<file path="src/rtl/wb_pkg.sv">
// Shared definitions for the register-file writeback controller.
//   issue_kind_e : instruction class presented by decode on IssueKind
//   wb_state_e   : controller state encoding
//   REG_AW_DEFAULT : default register-file address width
package wb_pkg;

  localparam int unsigned REG_AW_DEFAULT = 3;

  typedef enum logic [1:0] {
    KIND_NOP   = 2'b00,
    KIND_ALU   = 2'b01,
    KIND_LOAD  = 2'b10,
    KIND_STORE = 2'b11
  } issue_kind_e;

  typedef enum logic [1:0] {
    StIdle     = 2'b00,
    StLoadReq  = 2'b01,
    StLoadWait = 2'b10
  } wb_state_e;

endpackage

</file>
<file path="src/rtl/reg_write_sched.sv">
// Writeback controller for the 8-bit core's register-file write path.
//
// Accepts one decoded instruction class per cycle. ALU results are written one
// cycle after accept; loads issue a one-cycle memory read strobe and write when
// the memory reports data valid. Issue is stalled while a load is outstanding so
// the single write port never has two writers in the same cycle.
//
// Ports:
//   CLK, Reset_n          clock (rising edge), synchronous active-low reset
//   IssueValid/Kind/Dest  decoded instruction from decode
//   IssueReady            controller accepts the issue this cycle
//   MemRdEn               one-cycle data-memory read strobe
//   MemReady              data-memory read data valid
//   RegInControl          write mux select: 1 = memory data, 0 = ALU result
//   RegWrEn, RegWrAddr    register-file write enable and address
//   LoadTimeout           sticky load timeout flag (WB_TIMEOUT_EN builds only)
//
// Build option: define WB_TIMEOUT_EN to bound LOAD_WAIT to MAX_WAIT cycles.
module reg_write_sched
  import wb_pkg::*;
#(
  parameter int unsigned REG_AW      = REG_AW_DEFAULT,
  parameter int unsigned MAX_WAIT    = 15,
  parameter int unsigned ZERO_REG_RO = 1
) (
  input  logic              CLK,
  input  logic              Reset_n,
  input  logic              IssueValid,
  input  logic [1:0]        IssueKind,
  input  logic [REG_AW-1:0] IssueDest,
  output logic              IssueReady,
  output logic              MemRdEn,
  input  logic              MemReady,
  output logic              RegInControl,
  output logic              RegWrEn,
  output logic [REG_AW-1:0] RegWrAddr
`ifdef WB_TIMEOUT_EN
  ,
  output logic              LoadTimeout
`endif
);

  wb_state_e         state_q, state_d;
  logic [REG_AW-1:0] ld_dest_q, ld_dest_d;
  logic              alu_wr_q, alu_wr_d;
  logic [REG_AW-1:0] alu_addr_q, alu_addr_d;

  logic accept;
  logic accept_alu;
  logic accept_load;
  logic ld_done;
  logic dest_blocked;
  logic ld_blocked;

`ifdef WB_TIMEOUT_EN
  localparam int unsigned CntRaw = $clog2(MAX_WAIT + 1);
  localparam int unsigned CntW   = (CntRaw < 4) ? 4 : CntRaw;

  logic [CntW-1:0] wait_cnt_q, wait_cnt_d;
  logic            timeout_q, timeout_d;
`else
  logic unused_max_wait;
  assign unused_max_wait = (MAX_WAIT != 0);
`endif

  assign accept       = IssueValid && IssueReady;
  assign accept_alu   = accept && (IssueKind == KIND_ALU);
  assign accept_load  = accept && (IssueKind == KIND_LOAD);
  assign dest_blocked = (ZERO_REG_RO != 0) && (IssueDest == '0);
  assign ld_blocked   = (ZERO_REG_RO != 0) && (ld_dest_q == '0);

  // State register
  always_ff @(posedge CLK) begin
    if (!Reset_n) begin
      state_q    <= StIdle;
      ld_dest_q  <= '0;
      alu_wr_q   <= 1'b0;
      alu_addr_q <= '0;
`ifdef WB_TIMEOUT_EN
      wait_cnt_q <= '0;
      timeout_q  <= 1'b0;
`endif
    end else begin
      state_q    <= state_d;
      ld_dest_q  <= ld_dest_d;
      alu_wr_q   <= alu_wr_d;
      alu_addr_q <= alu_addr_d;
`ifdef WB_TIMEOUT_EN
      wait_cnt_q <= wait_cnt_d;
      timeout_q  <= timeout_d;
`endif
    end
  end

  // Next-state logic
  always_comb begin
    state_d    = state_q;
    ld_dest_d  = ld_dest_q;
    alu_wr_d   = accept_alu && !dest_blocked;
    alu_addr_d = accept_alu ? IssueDest : '0;
`ifdef WB_TIMEOUT_EN
    wait_cnt_d = wait_cnt_q;
    timeout_d  = timeout_q;
`endif
    unique case (state_q)
      StIdle: begin
        if (accept_load) begin
          ld_dest_d = IssueDest;
          state_d   = StLoadReq;
        end
      end
      StLoadReq: begin
        state_d = StLoadWait;
`ifdef WB_TIMEOUT_EN
        wait_cnt_d = '0;
`endif
      end
      StLoadWait: begin
        // MemReady takes priority over an expiring timeout
        if (MemReady) begin
          state_d = StIdle;
`ifdef WB_TIMEOUT_EN
        end else if (wait_cnt_q == CntW'(MAX_WAIT - 1)) begin
          state_d   = StIdle;
          timeout_d = 1'b1;
        end else begin
          wait_cnt_d = wait_cnt_q + 1'b1;
`endif
        end
      end
      default: state_d = StIdle;
    endcase
  end

  // Outputs; gated with Reset_n so everything reads 0 while reset is held
  always_comb begin
    IssueReady   = Reset_n && (state_q == StIdle);
    MemRdEn      = Reset_n && (state_q == StLoadReq);
    ld_done      = Reset_n && (state_q == StLoadWait) && MemReady;
    RegInControl = ld_done;
    RegWrEn      = (Reset_n && alu_wr_q) || (ld_done && !ld_blocked);
    RegWrAddr    = '0;
    if (ld_done) begin
      RegWrAddr = ld_dest_q;
    end else if (Reset_n) begin
      RegWrAddr = alu_addr_q;
    end
`ifdef WB_TIMEOUT_EN
    LoadTimeout = Reset_n && timeout_q;
`endif
  end

endmodule
</file>
<file path="config.mk">
export PLATFORM = sky130hd
export DESIGN_NAME = reg_write_sched
export DESIGN_NICKNAME = d
export VERILOG_FILES = /design/src/rtl/wb_pkg.sv /design/src/rtl/reg_write_sched.sv
export SDC_FILE = /design/constraint.sdc
export NUM_CORES = 1
export LEC_CHECK = 0
export CORE_AREA = 10 10 47 49
export CTS_BUF_LIST = sky130_fd_sc_hd__clkbuf_8
export DETAILED_ROUTE_END_ITERATION = 6
export DIE_AREA = 0 0 57 59
export PLACE_DENSITY_LB_ADDON = 0.12
export SLEW_MARGIN = 20
export SYNTH_ARGS = -nofsm -noshare
export SYNTH_HDL_FRONTEND = slang
export SYNTH_SLANG_ARGS = --single-unit
</file>
<file path="constraint.sdc">
create_clock -name CLK -period 1.26 [get_ports CLK]
set_input_delay 0.378 -clock CLK [delete_from_list [all_inputs] [get_ports CLK]]
set_output_delay 0.378 -clock CLK [all_outputs]
set_load 0.01 [all_outputs]
</file>
Yosys cells after proc, flatten, opt, wreduce, memory -nomap -nowiden
Index checks and enable logic that the tools add are counted.
- register bits after elaboration: 9
- bits of input ports: 9
- output and inout bits: 7
- word-level logic and storage cells: 34
- equality and inequality tests: 6
- muxes and demuxes: 5
- reductions and logical operators: 19
- operators with widths (kind ; number):
    logical AND 1 bit ; 10
    logical NOT 3 bit ; 2
    two-way mux 3 bit ; 2
    one-hot mux 2 bit (3 select lines) ; 1
    AND reduction 2 bit ; 3
    == test 2 x 1 -> 1 bit, second input constant ; 2
    == test 2 bit, second input constant ; 2
    two-way mux 2 bit ; 2
    != test 2 bit, second input constant ; 2
    logical NOT 1 bit ; 2
    logical NOT 2 bit ; 1
    logical OR 1 bit ; 1

Logic depth before layout (Yosys ltp)
- depth in word-level cells: 6
- depth in mapped cells: 4
- gate-level depth less buffers: 3

Worst setup path before layout
OpenSTA, ideal clock, no wires.
- path kind: in2out
- start: in MemReady
- end: out RegWrAddr[0]
- arrival: 1.051 ns
- required time: 0.882 ns
- path slack: -0.169 ns
- cell stages on the path: 3
- buffers on the path: 1
- cell sequence: and4b_2 buf_2 o21ai_0
- cells in the longest elaborated chain, start to end: 2
- RTL lines (item ; RTL line ; text):
    start: declaration ; reg_write_sched.sv:33 ; input logic MemReady,
    logical AND 1 bit ; reg_write_sched.sv:139 ; ld_done = Reset_n && (state_q == StLoadWait) && MemReady;
    named net RegInControl ; reg_write_sched.sv:34 ; output logic RegInControl,
    two-way mux 3 bit ; reg_write_sched.sv:143 ; if (ld_done) begin
    end: declaration ; reg_write_sched.sv:36 ; output logic [REG_AW-1:0] RegWrAddr
The timed path passes the listed nets, and every way through them passes these cells.

Worst setup path after layout
- start: reg state_q[0]
- end: out RegWrAddr[1]
- cells in the longest elaborated chain, start to end: 4
- RTL lines (item ; RTL line ; text):
    start: declaration ; reg_write_sched.sv:43 ; wb_state_e state_q, state_d;
    start signal: assignment ; reg_write_sched.sv:75 ; state_q <= StIdle;
    start signal: assignment ; reg_write_sched.sv:84 ; state_q <= state_d;
    == test 2 bit ; reg_write_sched.sv:139 ;
    logical AND 1 bit (2 in a row) ; reg_write_sched.sv:139 ;
    two-way mux 3 bit ; reg_write_sched.sv:143 ;
Every way passes these cells.

==> metrics.txt <==
run status=complete, but fails checks; failing checks=negative setup slack; Comb pwr share=12.2%; DRC=0; Min-Delay Endpoint=state_q[1]; critical path type=flop to output port; worst r2r src=state_q[1]; Hold-fix buffers, CTS=0; Die Width=57 µm; Final Setup Violations=7; total leakage power=0.000341 µW; Avg Synthesized Cell Area=8.81 µm²; Ys Warns=0; CP Capture Type=output port; RSZ-0062 raised after global routing=yes; NumNets Final=88; vias in the first global route=462; antenna violations before repair=0; CTS buffer count=3; CTS tree=done; num rows=14; Layout fillers=138; post-synthesis sequential area ratio=44.4%; synthesized area=405 µm²; CP startpoint kind=flop; gp weighted congestion=0.656; Post-DP Area=676 µm²; Critical Path AT=1.26 ns; CTS root buf=clkbuf_8; Worst R2R End=alu_wr_q; met1 GRT Util=7.98%; Critical Path RT=0.88 ns; ant diodes=0; Switch Pwr=137 µW; worst skew pair latency=0.22 ns; syn_nets=55; hold path depth=3; GR peak layer=met2; met2 GRT Util=11.2%; maximum clock rate=612 MHz; PortBufs=15; Layout Cells excl Fill=94; vias=421; Reg power frac=42.8%; Max-slew headroom=87.6%; Hold Path Origin=MemReady; Synth Instances=46; Max clock buf depth=2; I/O pins=16; post-synthesis register bit count=9; worst slew pin tran=0.184 ns; sw frac=19.7%; Clock Sinks=9; fin area=741 µm²; P_int=558 µW; post-route clock skew=0.000281 ns; Period minus WS final=1.63 ns; Vias/cell=4.48; share of cells above drive strength 1=56.4%; antenna-violating nets left=0; fin crit share=130%; placed cells=86; final WL=1050 µm; final max-slew violation count=0; PwrDens=937 mW/mm²; per-cell routed wire length=11.1 µm; CP Max Fanout=5; initial core utilization=28.9%; Syn-to-layout area delta=82.7%; grt met3 use=3.43%; worst vdd ir=0.000439 V; worst r2r path cells=4; DRT iter0 DRCs=6; setup TNS=-1.96 ns; post-layout worst setup margin=-0.373 ns; largest net degree at the start of global routing=13; die area=0.00336 mm²; worst reg2reg setup slack=0.07 ns; CTS clk-pin slew, worst paths=0.04 ns; Clock Power Share=45.0%; max capacitance violation total=0; synth unique cells=18; DP Worst Slack=-1.04 ns; Hold Crit Class=input port to flop; Detailed Routing Iterations Pass 1=4; final hold vios=0; GRT Total Usage=7.09%; first-pass GRT wire length=1960 µm; DIE HEIGHT=59 µm; total core area=0.00140 mm²; grt ovf=0; CTS H-Tree Depth=1; DP HPWL=841 µm
-- worst max-delay path by stage --
stage / from / to / slack, ns / depth (start not counted)
2_1_floorplan: MemReady / RegWrEn / -0.04 / 4
3_3_place_gp: MemReady / RegWrAddr[1] / -1.05 / 5
3_5_place_dp: MemReady / RegWrAddr[1] / -1.04 / 5
4_1_cts: state_q[1] / RegWrAddr[1] / -0.41 / 5
5_1_grt: state_q[0] / RegWrAddr[2] / -0.44 / 5
6_report: state_q[0] / RegWrAddr[1] / -0.37 / 5
-- flip-flops by register name (all words and copies together), names as in the netlist --
name        flops
alu_addr_q      3
state_q         2
ld_dest_q       3
alu_wr_q        1
-- cell usage after synthesis --
library cell	instances	area, µm²
and2b_2	1	8.76
and2_4	1	8.76
dfxtp_1	9	180
and2_1	1	6.26
and3b_4	1	12.5
o31ai_1	1	7.51
nor2b_1	1	6.26
buf_2	1	5.00
and2_2	3	22.5
nand3_1	3	15.0
o21ai_0	6	30.0
nor3b_1	2	15.0
clkbuf_1	1	3.75
nand2_1	11	41.3
o21a_1	1	7.51
and4b_2	1	11.3
and4bb_2	1	12.5
o311a_2	1	11.3
-- worst max-delay path, stage by stage, from the launching register on --
cell and delay, ns:
dfxtp_2 0.31, and4b_2 0.26, buf_6 0.13, buf_6 0.10
o21ai_4 0.11, buf_6 0.11
-- metal layers --
metal,share of wire (%),up-vias
met2,45,12
met3,7.0,2
met5,0,-
li1,-,222
met4,0.38,0
met1,47,185
-- logic make-up after synthesis --
group | synth area share, %
AOI/OAI and AO/OA | 13.9
buffers and inverters | 2.16
DFF | 44.4
and+or+nand+nor | 39.5
-- power by group through the flow --
| stage | registers, µW | clock network, µW | logic (µW) |
|---|---|---|---|
| CTS | 297 | 319 | 85.1 |
| finish | 297 | 312 | 84.7 |
| detailed placement | 302 | 0 | 89.8 |
| floorplan | 302 | 0 | 28.4 |
| global placement | 301 | 0 | 89.6 |
| global route | 298 | 342 | 93.8 |
-- timing repair --
item,CTS,global route
pin swaps,8,4
setup buffers,3,1
setup endpoints to repair,15,7
endpoints found under the hold margin,0,0
resized for setup,43,4
-- placed cells by master (no fill, tap or decap), drive strengths merged --
cell           count
clkdlybuf4s50      5
nor3b              2
clkbuf             3
inv                1
and4bb             1
o31ai              1
nand2             11
buf               24
o21ai              6
and3b              1
nand3              3
dlygate4sd2        1
nor2b              1
dfxtp              9
and2b              1
and2               5
and4b              1
o21a               1
o311a              1
-- layout make-up --
| cell class | count | area [µm²] | area share (%) |
|---|---|---|---|
| multi-input cells | 35 | 254 | 34.3 |
| repair buffers | 30 | 240 | 32.4 |
| well taps | 16 | 20.0 | 2.70 |
| clock buffers | 3 | 41.3 | 5.57 |
| flip-flops and latches | 9 | 181 | 24.5 |
| clock inverters | 1 | 3.75 | 0.507 |
-- per-stage QoR --
step / hold slack [ns] / power, µW / utilization [%]
6_report: 0.485 / 694 / 52.9
3_5_place_dp: 0.476 / 391 / 48.2
2_1_floorplan: 0.449 / 330 / -
3_3_place_gp: 0.474 / 391 / 48.2
5_1_grt: 0.501 / 734 / 52.9
4_1_cts: 0.486 / 701 / 52.1
(Power assumes the default switching activity.)
